<file path="src/rtl/pipe_rca_adder_if.sv">
// Operand/result handshake bundle for pipe_rca_adder.
// The master is the side that supplies operands and consumes results.
interface pipe_rca_adder_if #(
  parameter int WIDTH = 16
);
  logic             in_valid;
  logic             in_ready;
  logic [WIDTH-1:0] a;
  logic [WIDTH-1:0] b;
  logic             cin;
  logic             out_valid;
  logic             out_ready;
  logic [WIDTH-1:0] sum;
  logic             cout;
  logic             ovf;

  modport master (
    output in_valid, a, b, cin, out_ready,
    input  in_ready, out_valid, sum, cout, ovf
  );

  modport slave (
    input  in_valid, a, b, cin, out_ready,
    output in_ready, out_valid, sum, cout, ovf
  );
endinterface

</file>
<file path="src/rtl/pipe_rca_adder.sv">
// Pipelined ripple-carry adder: one CHUNK-bit slice resolved per register stage,
// carry handed stage to stage, valid/ready at both ends, signed or unsigned overflow.
module pipe_rca_adder #(
  parameter int WIDTH  = 16,
  parameter int STAGES = 4,
  parameter int SIGNED = 0
) (
  input  logic           clk,
  input  logic           rst_n,
  pipe_rca_adder_if.slave bus
);

  localparam int CHUNK = WIDTH / STAGES;

  function automatic logic [CHUNK:0] chunk_add(input logic [CHUNK-1:0] x,
                                               input logic [CHUNK-1:0] y,
                                               input logic             ci);
    return {1'b0, x} + {1'b0, y} + {{CHUNK{1'b0}}, ci};
  endfunction

  // Operands travel whole; only the chunks above stage k are still consumed.
  logic [WIDTH-1:0] a_p   [STAGES];
  logic [WIDTH-1:0] b_p   [STAGES];
  logic [WIDTH-1:0] s_p   [STAGES];
  logic             c_p   [STAGES];
  logic             vld_p [STAGES];

  logic [WIDTH-1:0] src_a [STAGES];
  logic [WIDTH-1:0] src_b [STAGES];
  logic [WIDTH-1:0] src_s [STAGES];
  logic             src_c [STAGES];
  logic             ld    [STAGES];
  logic [WIDTH-1:0] nxt_s [STAGES];
  logic             nxt_c [STAGES];
  logic [CHUNK:0]   part;
  logic             adv;
  logic             msb_ci;

  assign adv = bus.out_ready | ~vld_p[STAGES-1];

  always_comb begin
    part     = '0;
    src_a[0] = bus.a;
    src_b[0] = bus.b;
    src_s[0] = '0;
    src_c[0] = bus.cin;
    ld[0]    = bus.in_valid;
    for (int k = 1; k < STAGES; k++) begin
      src_a[k] = a_p[k-1];
      src_b[k] = b_p[k-1];
      src_s[k] = s_p[k-1];
      src_c[k] = c_p[k-1];
      ld[k]    = vld_p[k-1];
    end
    for (int k = 0; k < STAGES; k++) begin
      part     = chunk_add(src_a[k][k*CHUNK +: CHUNK], src_b[k][k*CHUNK +: CHUNK], src_c[k]);
      nxt_s[k] = src_s[k];
      nxt_s[k][k*CHUNK +: CHUNK] = part[CHUNK-1:0];
      nxt_c[k] = part[CHUNK];
    end
  end

  // Stage registers: all advance together; a bubble leaves its stage's data untouched.
  always_ff @(posedge clk or negedge rst_n) begin
    if (!rst_n) begin
      for (int k = 0; k < STAGES; k++) begin
        vld_p[k] <= 1'b0;
        a_p[k]   <= '0;
        b_p[k]   <= '0;
        s_p[k]   <= '0;
        c_p[k]   <= 1'b0;
      end
    end else if (adv) begin
      for (int k = 0; k < STAGES; k++) begin
        vld_p[k] <= ld[k];
        if (ld[k]) begin
          a_p[k] <= src_a[k];
          b_p[k] <= src_b[k];
          s_p[k] <= nxt_s[k];
          c_p[k] <= nxt_c[k];
        end
      end
    end
  end

  // Final stage: carry into the MSB recovered from the stored MSB operands and sum.
  assign msb_ci = a_p[STAGES-1][WIDTH-1] ^ b_p[STAGES-1][WIDTH-1] ^ s_p[STAGES-1][WIDTH-1];

  assign bus.in_ready  = adv;
  assign bus.out_valid = vld_p[STAGES-1];
  assign bus.sum       = s_p[STAGES-1];
  assign bus.cout      = c_p[STAGES-1];
  assign bus.ovf       = (SIGNED != 0) ? (msb_ci ^ c_p[STAGES-1]) : c_p[STAGES-1];

endmodule

</file>
<file path="src/flat_wrapper.sv">
// flat-port wrapper written by rule: the top's interface ports become plain ports
module pipe_rca_adder_flat 
#(
  parameter int WIDTH  = 16,
  parameter int STAGES = 4,
  parameter int SIGNED = 0
)
  (clk, rst_n, bus_in_valid, bus_a, bus_b, bus_cin, bus_out_ready, bus_in_ready, bus_out_valid, bus_sum, bus_cout, bus_ovf);
  pipe_rca_adder_if #(.WIDTH(WIDTH)) bus_i ();
  input  logic clk;
  input  logic rst_n;
  input wire logic [$bits(bus_i.in_valid)-1:0] bus_in_valid;
  input wire logic [$bits(bus_i.a)-1:0] bus_a;
  input wire logic [$bits(bus_i.b)-1:0] bus_b;
  input wire logic [$bits(bus_i.cin)-1:0] bus_cin;
  input wire logic [$bits(bus_i.out_ready)-1:0] bus_out_ready;
  output wire logic [$bits(bus_i.in_ready)-1:0] bus_in_ready;
  output wire logic [$bits(bus_i.out_valid)-1:0] bus_out_valid;
  output wire logic [$bits(bus_i.sum)-1:0] bus_sum;
  output wire logic [$bits(bus_i.cout)-1:0] bus_cout;
  output wire logic [$bits(bus_i.ovf)-1:0] bus_ovf;
  assign bus_i.in_valid = bus_in_valid;
  assign bus_i.a = bus_a;
  assign bus_i.b = bus_b;
  assign bus_i.cin = bus_cin;
  assign bus_i.out_ready = bus_out_ready;
  assign bus_in_ready = bus_i.in_ready;
  assign bus_out_valid = bus_i.out_valid;
  assign bus_sum = bus_i.sum;
  assign bus_cout = bus_i.cout;
  assign bus_ovf = bus_i.ovf;
  pipe_rca_adder #(.WIDTH(WIDTH), .STAGES(STAGES), .SIGNED(SIGNED)) u_core (.clk(clk), .rst_n(rst_n), .bus(bus_i));
endmodule
</file>
<file path="config.mk">
export PLATFORM = sky130hd
export DESIGN_NAME = pipe_rca_adder_flat
export DESIGN_NICKNAME = d
export VERILOG_FILES = /design/src/rtl/pipe_rca_adder_if.sv /design/src/rtl/pipe_rca_adder.sv /design/src/flat_wrapper.sv
export SDC_FILE = /design/constraint.sdc
export NUM_CORES = 1
export LEC_CHECK = 0
export CORE_UTILIZATION = 55
export CTS_CLUSTER_SIZE = 14
export DETAILED_ROUTE_END_ITERATION = 16
export PLACE_DENSITY = 0.8
export SLEW_MARGIN = 30
export SYNTH_ARGS = -nofsm -noshare
export SYNTH_HDL_FRONTEND = slang
export SYNTH_SLANG_ARGS = --single-unit
</file>
<file path="constraint.sdc">
create_clock -name clk -period 3.6 [get_ports clk]
set_clock_uncertainty 0.15 [all_clocks]
set_input_delay 0.72 -clock clk [delete_from_list [all_inputs] [get_ports clk]]
set_output_delay 0.72 -clock clk [all_outputs]
set_load 0.05 [all_outputs]
</file>
==> impl_metrics.yaml, run 1 <==
worst_setup_path:
  timing_worst_setup_path_type: "in -> out"
  setup.worst_path.end_class: "output port"
  timing.critical_path.fanout_max: 16
  setup.worst_path.start_class: "input port"
  data_arrival_time_at_the_worst_slack_endpoint_ns: 2.27
  timing.critical_path.required_ns: 2.73
global_route:
  antenna_violations_before_repair: 0
  groute.usage.overall: 0.191
  overflow: 0
  first_global_vias: 2470
  maximum_number_of_pins_on_one_net_before_global_route_repair: 55
  grt_pass1_wl_um: 12200
finish:
  drive_gt1_frac: 0.289
  fill_cells: 572
  nets_final: 405
  multi_input_comb_area_um2: 1760
  areaGrowthSynthToFinish_pct: 18.0
  num_antenna_cells: 0
  final_design_area_no_fill_um2: 5150
  sequential_cell_area_um2: 2400
clocking:
  clock_path_buffers: 2
  cts_num_sinks: 96
  cts_buffers: 9
  htreeDepth: 3
  ctsRootBufferMaster: "sky130_fd_sc_hd__clkbuf_8"
  ctsResizeCount: 0
  clk_pin_slew_worst_paths_ns: 0.09
  cts_setup_buffers: 0
  tritoncts: "yes"
  hold_buffers: 0
  clkLatencyLatePin_ns: 0.35
route:
  via_count: 2419
  drt.antenna.violating_nets: 0
  detail_route.vias_per_cell: 5.32
  route.final.wire_length_um: 7090
  wl_per_cell_um: 15.6
  first_iter_violations: 122
  final_routed_drc_violation_total: 0
  number_of_optimization_iterations_in_the_first_detailed_route_pass: 4
sta:
  finalSetupViolations: 0
  rsz_0062_raised_after_global_routing: "false"
  post-route-min-period_ns: 3.14
  max_slew_margin: 0.559
  hold_viol: 0
  finalSetupTns_ns: 0
  final-max-slew-violation-count: 0
  post-route-period-util: 0.872
  max_freq_mhz: 319
  post-route-worst-setup-slack_ns: 0.461
  timing_worst_slew_pin_value_ns: 0.662
  holdWs_ns: 0.235
die:
  dieHeight_um: 91.1
  coreArea_um2: 7690
  fp.dieArea_um2: 8290
  num_rows: 32
  initial_utilization: 0.568
  die_w_um: 91.1
  io_pins: 57
logic_synthesis:
  synth.net_count: 345
  yosys.cell_types.count: 28
  syn_inst: 288
  synth_sequential_area_ratio: 0.550
  synth_area_um2: 4360
  yosysWarnings: 0
  synth-seq-cells: 96
  synth.avg_cell_area_um2: 15.2
placement:
  gp_congestion: 0.739
  place.port_buffers: 56
  dp_worst_setup_slack_ns: 0.460
  hpwl_um: 5110
  placed_cell_area_um2: 4930
outcome:
  status: "finished clean"
pwr:
  vdd_drop_max_mv: 0.362
  power_per_cell_area_nw_per_um2: 932
  power.static_leakage_nw: 2.36
worst_hold_path:
  hold_path.class: "in -> async"
flow_run:
  max_cap_viol_count: 0
[area by class of cell]
cell class	count	area share
Sequential cell	96	0.467
Multi-Input combinational cell	167	0.341
Timing Repair Buffer	60	0.114
Clock buffer	11	0.0275
Tap cell	102	0.0248
Clock inverter	5	0.0153
Inverter	14	0.0107
[cells in the mapped netlist]
cell	number	area share
sky130_fd_sc_hd__ha_1	12	0.034
sky130_fd_sc_hd__nand2_2	1	0.0014
sky130_fd_sc_hd__nor2b_4	1	0.0032
sky130_fd_sc_hd__o31ai_1	4	0.0069
sky130_fd_sc_hd__xor2_1	3	0.0060
sky130_fd_sc_hd__inv_1	13	0.011
sky130_fd_sc_hd__buf_12	4	0.018
sky130_fd_sc_hd__buf_6	2	0.0052
sky130_fd_sc_hd__nand2_1	2	0.0017
sky130_fd_sc_hd__nand2_4	1	0.0026
sky130_fd_sc_hd__a21boi_0	4	0.0069
sky130_fd_sc_hd__and3b_1	4	0.0080
sky130_fd_sc_hd__xnor2_1	1	0.0020
sky130_fd_sc_hd__clkbuf_1	1	0.00086
sky130_fd_sc_hd__buf_4	2	0.0034
sky130_fd_sc_hd__nor3_1	3	0.0034
sky130_fd_sc_hd__nand2_8	1	0.0046
sky130_fd_sc_hd__o21ai_0	26	0.030
sky130_fd_sc_hd__mux2_4	38	0.13
sky130_fd_sc_hd__nand3_1	4	0.0046
sky130_fd_sc_hd__mux2_2	39	0.10
sky130_fd_sc_hd__buf_8	2	0.0069
sky130_fd_sc_hd__dfrtp_1	96	0.55
sky130_fd_sc_hd__nor2b_1	3	0.0043
sky130_fd_sc_hd__fa_1	8	0.037
sky130_fd_sc_hd__a21oi_1	11	0.013
sky130_fd_sc_hd__inv_4	1	0.0014
sky130_fd_sc_hd__a21o_1	1	0.0017
[metrics by stage]
| step | instances | utilization | power [W] |
|---|---|---|---|
| floorplan | 288 | - | 0.00355 |
| global placement | 439 | 0.641 | 0.00395 |
| detailed placement | 439 | 0.641 | 0.00405 |
| finish | 455 | 0.670 | 0.00480 |
| CTS | 455 | 0.670 | 0.00483 |
| global route | 455 | 0.670 | 0.00511 |
[sequential cells by signal (all words and copies together) (netlist names)]
signal / cells
u_core.c_p: 3
u_core.b_p: 24
u_core.ld: 3
u_core.bus.sum: 16
u_core.bus.cout: 1
u_core.a_p: 24
u_core.nxt_s: 24
u_core.bus.out_valid: 1
[metal layers]
layer / vias to the layer above / share of wire / global-route usage
li1: 1140 / - / -
met1: 1213 / 0.46 / 0.271
met2: 56 / 0.49 / 0.295
met3: 10 / 0.028 / 0.0268
met4: 0 / 0.018 / 0.0886
met5: - / 0 / 0
[power breakdown]
part	switching [W]	total, W	internal, W
Sequential	0.000321	0.00188	0.00156
Clock	0.000353	0.000764	0.000411
Combinational	0.00105	0.00215	0.00110
Total	0.00172	0.00480	0.00307
[worst paths after layout]
path	from	end	slack [ns]	depth (start not counted)
max in group asynchronous	rst_n	u_core.b_p[47]	2.30	2
setup / recovery	bus_out_ready	bus_in_ready	0.46	4
min in group clk	u_core.bus.sum[9]	u_core.bus.sum[9]	0.36	1
setup reg to reg	u_core.bus.out_valid	u_core.b_p[55]	1.43	6
hold / removal	rst_n	u_core.bus.sum[2]	0.24	1
hold reg to reg	u_core.bus.sum[9]	u_core.bus.sum[9]	0.36	1
[layout by cell type (no fill, tap or decap), types with 2 or more instances in the layout]
cell                              synthesis  routed
sky130_fd_sc_hd__a21boi_0                 4       4
sky130_fd_sc_hd__a21oi_1                 11      11
sky130_fd_sc_hd__and3b_1                  4       4
sky130_fd_sc_hd__buf_4                    2       5
sky130_fd_sc_hd__bufinv_16                0       2
sky130_fd_sc_hd__clkbuf_8                 0      10
sky130_fd_sc_hd__clkdlybuf4s50_1          0      55
sky130_fd_sc_hd__clkinv_2                 0       2
sky130_fd_sc_hd__dfrtp_1                 96      96
sky130_fd_sc_hd__fa_1                     8       8
sky130_fd_sc_hd__ha_1                    12      12
sky130_fd_sc_hd__inv_1                   13      13
sky130_fd_sc_hd__mux2_2                  39      39
sky130_fd_sc_hd__mux2_4                  38      38
sky130_fd_sc_hd__nand2_1                  2       2
sky130_fd_sc_hd__nand3_1                  4       4
sky130_fd_sc_hd__nor2b_1                  3       3
sky130_fd_sc_hd__nor3_1                   3       3
sky130_fd_sc_hd__o21ai_0                 26      26
sky130_fd_sc_hd__o31ai_1                  4       4
sky130_fd_sc_hd__xor2_1                   3       3
[cells by family (layout without fill, tap and decap cells)]
group / after synthesis / count (layout) / share of synthesized area
AO/OA/AOI/OAI: 46 / 46 / 0.0579
XOR/XNOR: 4 / 4 / 0.00803
adder cells (fa/ha/maj): 20 / 20 / 0.0711
buffers and inverters: 25 / 90 / 0.0473
flip-flops: 96 / 96 / 0.550
multiplexers: 77 / 77 / 0.231
AND/OR/NAND/NOR: 20 / 20 / 0.0338
[worst max-delay path, stage by stage]
cell and delay [ns]:
sky130_fd_sc_hd__clkdlybuf4s50_1 0.45, sky130_fd_sc_hd__nor2b_4 0.36, sky130_fd_sc_hd__inv_4 0.04, sky130_fd_sc_hd__clkdlybuf4s50_1 0.70
Note: power is estimated with default switching activity, not from simulation.
==> run 2: changes to the inputs <==
Settings changed: SLEW_MARGIN 30 to 10.
Clock period 3.6 ns to 4 ns, I/O delays scaled along.
==> run 2 against run 1 <==
  * Routed wire length fell by 2.4%
  * Clock-buffer cell count fell by 2
  * Register-to-register slack better by 0.31 ns
  * Die area unchanged
  * Worst setup slack improved by 0.11 ns
  * Power decreased by 10%
  * Critical endpoint unchanged
  * Worst hold slack better by 0.048 ns
  * Via count down 1.4%
  * First-iteration DRC count is 2.5% lower
  * Combinational power decreased by 11%
  * Sequential cell count did not move
  * Cell count is 0.22% lower
==> impl_metrics.yaml, run 2 (synthesized netlist as in run 1, its figures left out) <==
outcome:
  status: "finished clean"
worst_setup_path:
  worst_r2r_endpoint: "u_core.a_p[57]"
  critical-path-slowest-cell: "sky130_fd_sc_hd__clkdlybuf4s50_1"
  timing.critical_path.fanout_max: 16
  data_arrival_time_at_the_worst_slack_endpoint_ns: 2.48
  worst-r2r-cell-count: 5
  timing_worst_setup_path_type: "in -> out"
  setup.reg_to_reg.worst_slack_ns: 1.74
  worst_path_most_repeated_cell: "sky130_fd_sc_hd__clkdlybuf4s50_1"
  reg2reg_from: "u_core.bus.out_valid"
  critical_path.max_stage_delay_ns: 0.73
  setup.worst_path.end_class: "output port"
  timing.critical_path.required_ns: 3.05
  crit_path_cell_trace: "clkdlybuf4s50_1 > nor2b_4 > inv_4 > clkdlybuf4s50_1"
  setup.worst_path.start_class: "input port"
die:
  die_w_um: 91.1
  num_rows: 32
  fp.dieArea_um2: 8290
  coreArea_um2: 7690
  dieHeight_um: 91.1
  io_pins: 57
  initial_utilization: 0.568
sta:
  max_freq_mhz: 291
  finalSetupViolations: 0
  holdWs_ns: 0.283
  rsz_0062_raised_after_global_routing: "false"
  final-max-slew-violation-count: 0
  post-route-period-util: 0.858
  max_slew_margin: 0.557
  hold_viol: 0
  finalSetupTns_ns: 0
  timing_worst_slew_pin_value_ns: 0.663
  post-route-min-period_ns: 3.43
placement:
  placed_cell_area_um2: 4930
  place.detailed.instances: 438
  hpwl_um: 5050
  place.port_buffers: 56
  gp_congestion: 0.737
finish:
  mostFrequentLayoutCell: "sky130_fd_sc_hd__dfrtp_1"
  nets_final: 404
  most_used_cells_in_the_layout_excluding_fill_and_tap_cells: "sky130_fd_sc_hd__dfrtp_1, sky130_fd_sc_hd__clkdlybuf4s50_1, sky130_fd_sc_hd__mux2_2, sky130_fd_sc_hd__mux2_4, sky130_fd_sc_hd__o21ai_0"
  num_antenna_cells: 0
  sequential_cell_area_um2: 2400
  final_design_area_no_fill_um2: 5160
  number_of_non_filler_instances_in_the_completed_layout: 454
  multi_input_comb_area_um2: 1760
  fill_cells: 545
  areaGrowthSynthToFinish_pct: 18.3
  drive_gt1_frac: 0.290
pwr:
  total_power_w: 0.00432
  power.static_leakage_nw: 2.36
  power_per_cell_area_nw_per_um2: 836
  vdd_drop_max_mv: 0.288
global_route:
  first_global_vias: 2411
  grt_pass1_wl_um: 11900
  maximum_number_of_pins_on_one_net_before_global_route_repair: 50
  groute.usage.overall: 0.188
  overflow: 0
  antenna_violations_before_repair: 0
route:
  wl_per_cell_um: 15.2
  final_routed_drc_violation_total: 0
  first_iter_violations: 119
  via_count: 2385
  detail_route.vias_per_cell: 5.25
  drt.antenna.violating_nets: 0
  number_of_optimization_iterations_in_the_first_detailed_route_pass: 4
  route.final.wire_length_um: 6920
clocking:
  hold_buffers: 0
  clk_pin_slew_worst_paths_ns: 0.10
  clkLatencyLatePin_ns: 0.36
  cts_num_sinks: 96
  ctsRootBufferMaster: "sky130_fd_sc_hd__clkbuf_8"
  cts_setup_buffers: 0
  ctsResizeCount: 0
  htreeDepth: 3
  clock_path_buffers: 2
  tritoncts: "yes"
  cts_buffers: 9
flow_run:
  max_cap_viol_count: 0
worst_hold_path:
  hold_path.class: "in -> async"
==> run 2: worst max-delay path by stage <==
| stage | start | end | slack [ns] | cells past startpoint |
|---|---|---|---|---|
| after floorplan | bus_out_ready | bus_in_ready | 1.87 | 3 |
| after global placement | bus_out_ready | bus_in_ready | 0.56 | 4 |
| after detailed placement | bus_out_ready | bus_in_ready | 0.56 | 4 |
| after CTS | bus_out_ready | bus_in_ready | 0.55 | 4 |
| after global routing | bus_out_ready | bus_in_ready | 0.51 | 4 |
| final | bus_out_ready | bus_in_ready | 0.57 | 4 |
==> run 2: final cells by class <==
| cell class | count | area share |
|---|---|---|
| multi-input combinational | 167 | 0.340 |
| inverter | 14 | 0.0107 |
| timing repair buffer | 59 | 0.115 |
| sequential | 96 | 0.465 |
| clock inverter | 7 | 0.0201 |
| clock buffer | 9 | 0.0240 |
| tap | 102 | 0.0247 |
==> run 2: critical path: cells and delay by family <==
family,cells,cell delay (ns)
simple gates,1,0.34
buf+inv,3,1.33
==> run 2: stage by stage <==
stage / util / worst slack, ns
6_report: 0.671 / 0.567
5_1_grt: 0.671 / 0.513
4_1_cts: 0.671 / 0.553
3_5_place_dp: 0.642 / 0.556
3_3_place_gp: 0.642 / 0.565
2_1_floorplan: - / 1.87
==> run 2: layer usage <==
layer  vias to the layer above  GRT usage  part of all wire
li1                       1132          -                 -
met1                      1197      0.265              0.48
met2                        46      0.285              0.48
met3                        10     0.0285             0.027
met4                         0     0.0939             0.019
met5                         -          0                 0
==> run 2: power breakdown <==
group          internal [W]  switching, W
registers           0.00141      0.000275
clock network      0.000359      0.000351
logic              0.000991      0.000933
==> run 3: changes to the inputs <==
Settings changed: CORE_MARGIN set to 5.
==> run 3 against run 2 <==
  * Sequential share of layout area shrank 0.12 points
  * Worst setup slack lost 0.029 ns
  * Non-clock buffer count is the same
  * Largest cell class unchanged
  * Worst hold slack gained 0.040 ns
==> impl_metrics.yaml, run 3 (synthesized netlist as in run 1, its figures left out) <==
outcome:
  status: "finished clean"
route:
  number_of_optimization_iterations_in_the_first_detailed_route_pass: 4
  final_routed_drc_violation_total: 0
  wl_per_cell_um: 15.7
  via_count: 2413
  first_iter_violations: 73
  detail_route.vias_per_cell: 5.31
  route.final.wire_length_um: 7140
  drt.antenna.violating_nets: 0
sta:
  finalSetupTns_ns: 0
  post-route-period-util: 0.866
  max_freq_mhz: 289
  timing_worst_slew_pin_value_ns: 0.644
  max_slew_margin: 0.570
  hold_viol: 0
  final-max-slew-violation-count: 0
  post-route-min-period_ns: 3.46
  finalSetupViolations: 0
  post-route-worst-setup-slack_ns: 0.538
  rsz_0062_raised_after_global_routing: "false"
clocking:
  ctsRootBufferMaster: "sky130_fd_sc_hd__clkbuf_8"
  cts_num_sinks: 96
  hold_buffers: 0
  clock_path_buffers: 2
  ctsResizeCount: 0
  cts_buffers: 9
  clk_pin_slew_worst_paths_ns: 0.09
  clkLatencyLatePin_ns: 0.35
  cts_setup_buffers: 0
  tritoncts: "yes"
  htreeDepth: 3
pwr:
  vdd_drop_max_mv: 0.346
  power_per_cell_area_nw_per_um2: 846
  total_power_w: 0.00438
  power.static_leakage_nw: 2.37
worst_hold_path:
  hold_path.class: "in -> async"
worst_setup_path:
  setup.worst_path.start_class: "input port"
  crit_path_cell_trace: "clkdlybuf4s50_1 > nor2b_4 > inv_4 > clkdlybuf4s50_1"
  worst_path_most_repeated_cell: "sky130_fd_sc_hd__clkdlybuf4s50_1"
  critical-path-slowest-cell: "sky130_fd_sc_hd__clkdlybuf4s50_1"
  timing.critical_path.required_ns: 3.05
  setup.worst_path.end_class: "output port"
  timing.critical_path.fanout_max: 16
  timing_worst_setup_path_type: "in -> out"
  data_arrival_time_at_the_worst_slack_endpoint_ns: 2.51
  critical_path.max_stage_delay_ns: 0.75
global_route:
  overflow: 0
  maximum_number_of_pins_on_one_net_before_global_route_repair: 55
  groute.usage.overall: 0.161
  antenna_violations_before_repair: 0
  grt_pass1_wl_um: 12400
  first_global_vias: 2505
finish:
  multi_input_comb_area_um2: 1760
  sequential_cell_area_um2: 2400
  areaGrowthSynthToFinish_pct: 18.6
  number_of_non_filler_instances_in_the_completed_layout: 454
  nets_final: 404
  drive_gt1_frac: 0.290
  final_design_area_no_fill_um2: 5170
  mostFrequentLayoutCell: "sky130_fd_sc_hd__dfrtp_1"
  fill_cells: 551
  most_used_cells_in_the_layout_excluding_fill_and_tap_cells: "sky130_fd_sc_hd__dfrtp_1, sky130_fd_sc_hd__clkdlybuf4s50_1, sky130_fd_sc_hd__mux2_2, sky130_fd_sc_hd__mux2_4, sky130_fd_sc_hd__o21ai_0"
  num_antenna_cells: 0
flow_run:
  max_cap_viol_count: 0
die:
  coreArea_um2: 7730
  initial_utilization: 0.565
  dieHeight_um: 99.1
  io_pins: 57
  die_w_um: 99.1
  num_rows: 32
  fp.dieArea_um2: 9820
placement:
  hpwl_um: 5110
  placed_cell_area_um2: 4920
  place.port_buffers: 56
  place.detailed.instances: 438
  gp_congestion: 0.767
  dp_worst_setup_slack_ns: 0.539
## run 3: cell types whose count changed in the layout (fill, tap and decap cells not counted), sizes merged
cell,previous run,this run
bufinv,2,3
clkbuf,9,11
clkinvlp,2,1
inv,16,14
## run 3: final timing paths
kind,endpoint,depth (start not counted),slack [ns],from
worst max register to register,u_core.a_p[58],5,1.82,u_core.bus.out_valid
min in group clk,u_core.nxt_s[6],1,0.36,u_core.nxt_s[22]
max in group asynchronous,u_core.a_p[43],2,2.63,rst_n
worst min register to register,u_core.nxt_s[6],1,0.36,u_core.nxt_s[22]
worst max-delay path,bus_in_ready,4,0.54,bus_out_ready
worst min-delay path,u_core.a_p[56],1,0.32,rst_n
## run 3: power breakdown
group / internal, W / leakage [nW] / switching, W
Sequential: 0.00141 / 1.14 / 0.000281
Clock: 0.000448 / 0.126 / 0.000322
Combinational: 0.000986 / 1.10 / 0.000935
## run 3: cell type report
cell class              count  share of cell area
inverters                  14              0.0106
clock buffers              11              0.0293
flip-flops and latches     96               0.464
multi-input cells         167               0.339
repair buffers             59               0.112
well taps                 102              0.0247
clock inverters             5              0.0198
## run 3: worst max-delay path, delay by kind of cell
kind	cells	cell delay (ns)
buffers and inverters	3	1.36
AND/OR/NAND/NOR	1	0.35
## run 3: through the flow
step                      hold slack, ns   util
after floorplan                    0.320      -
after global placement             0.334  0.637
after detailed placement           0.338  0.637
after CTS                          0.328  0.670
after global routing               0.372  0.670
final                              0.323  0.670
## run 3: metal layers
metal	vias up	wire, um	track usage
met5	-	0	0
met2	47	3280	0.239
li1	1133	-	-
met4	0	133	0.0630
met3	13	307	0.0389
met1	1220	3420	0.229
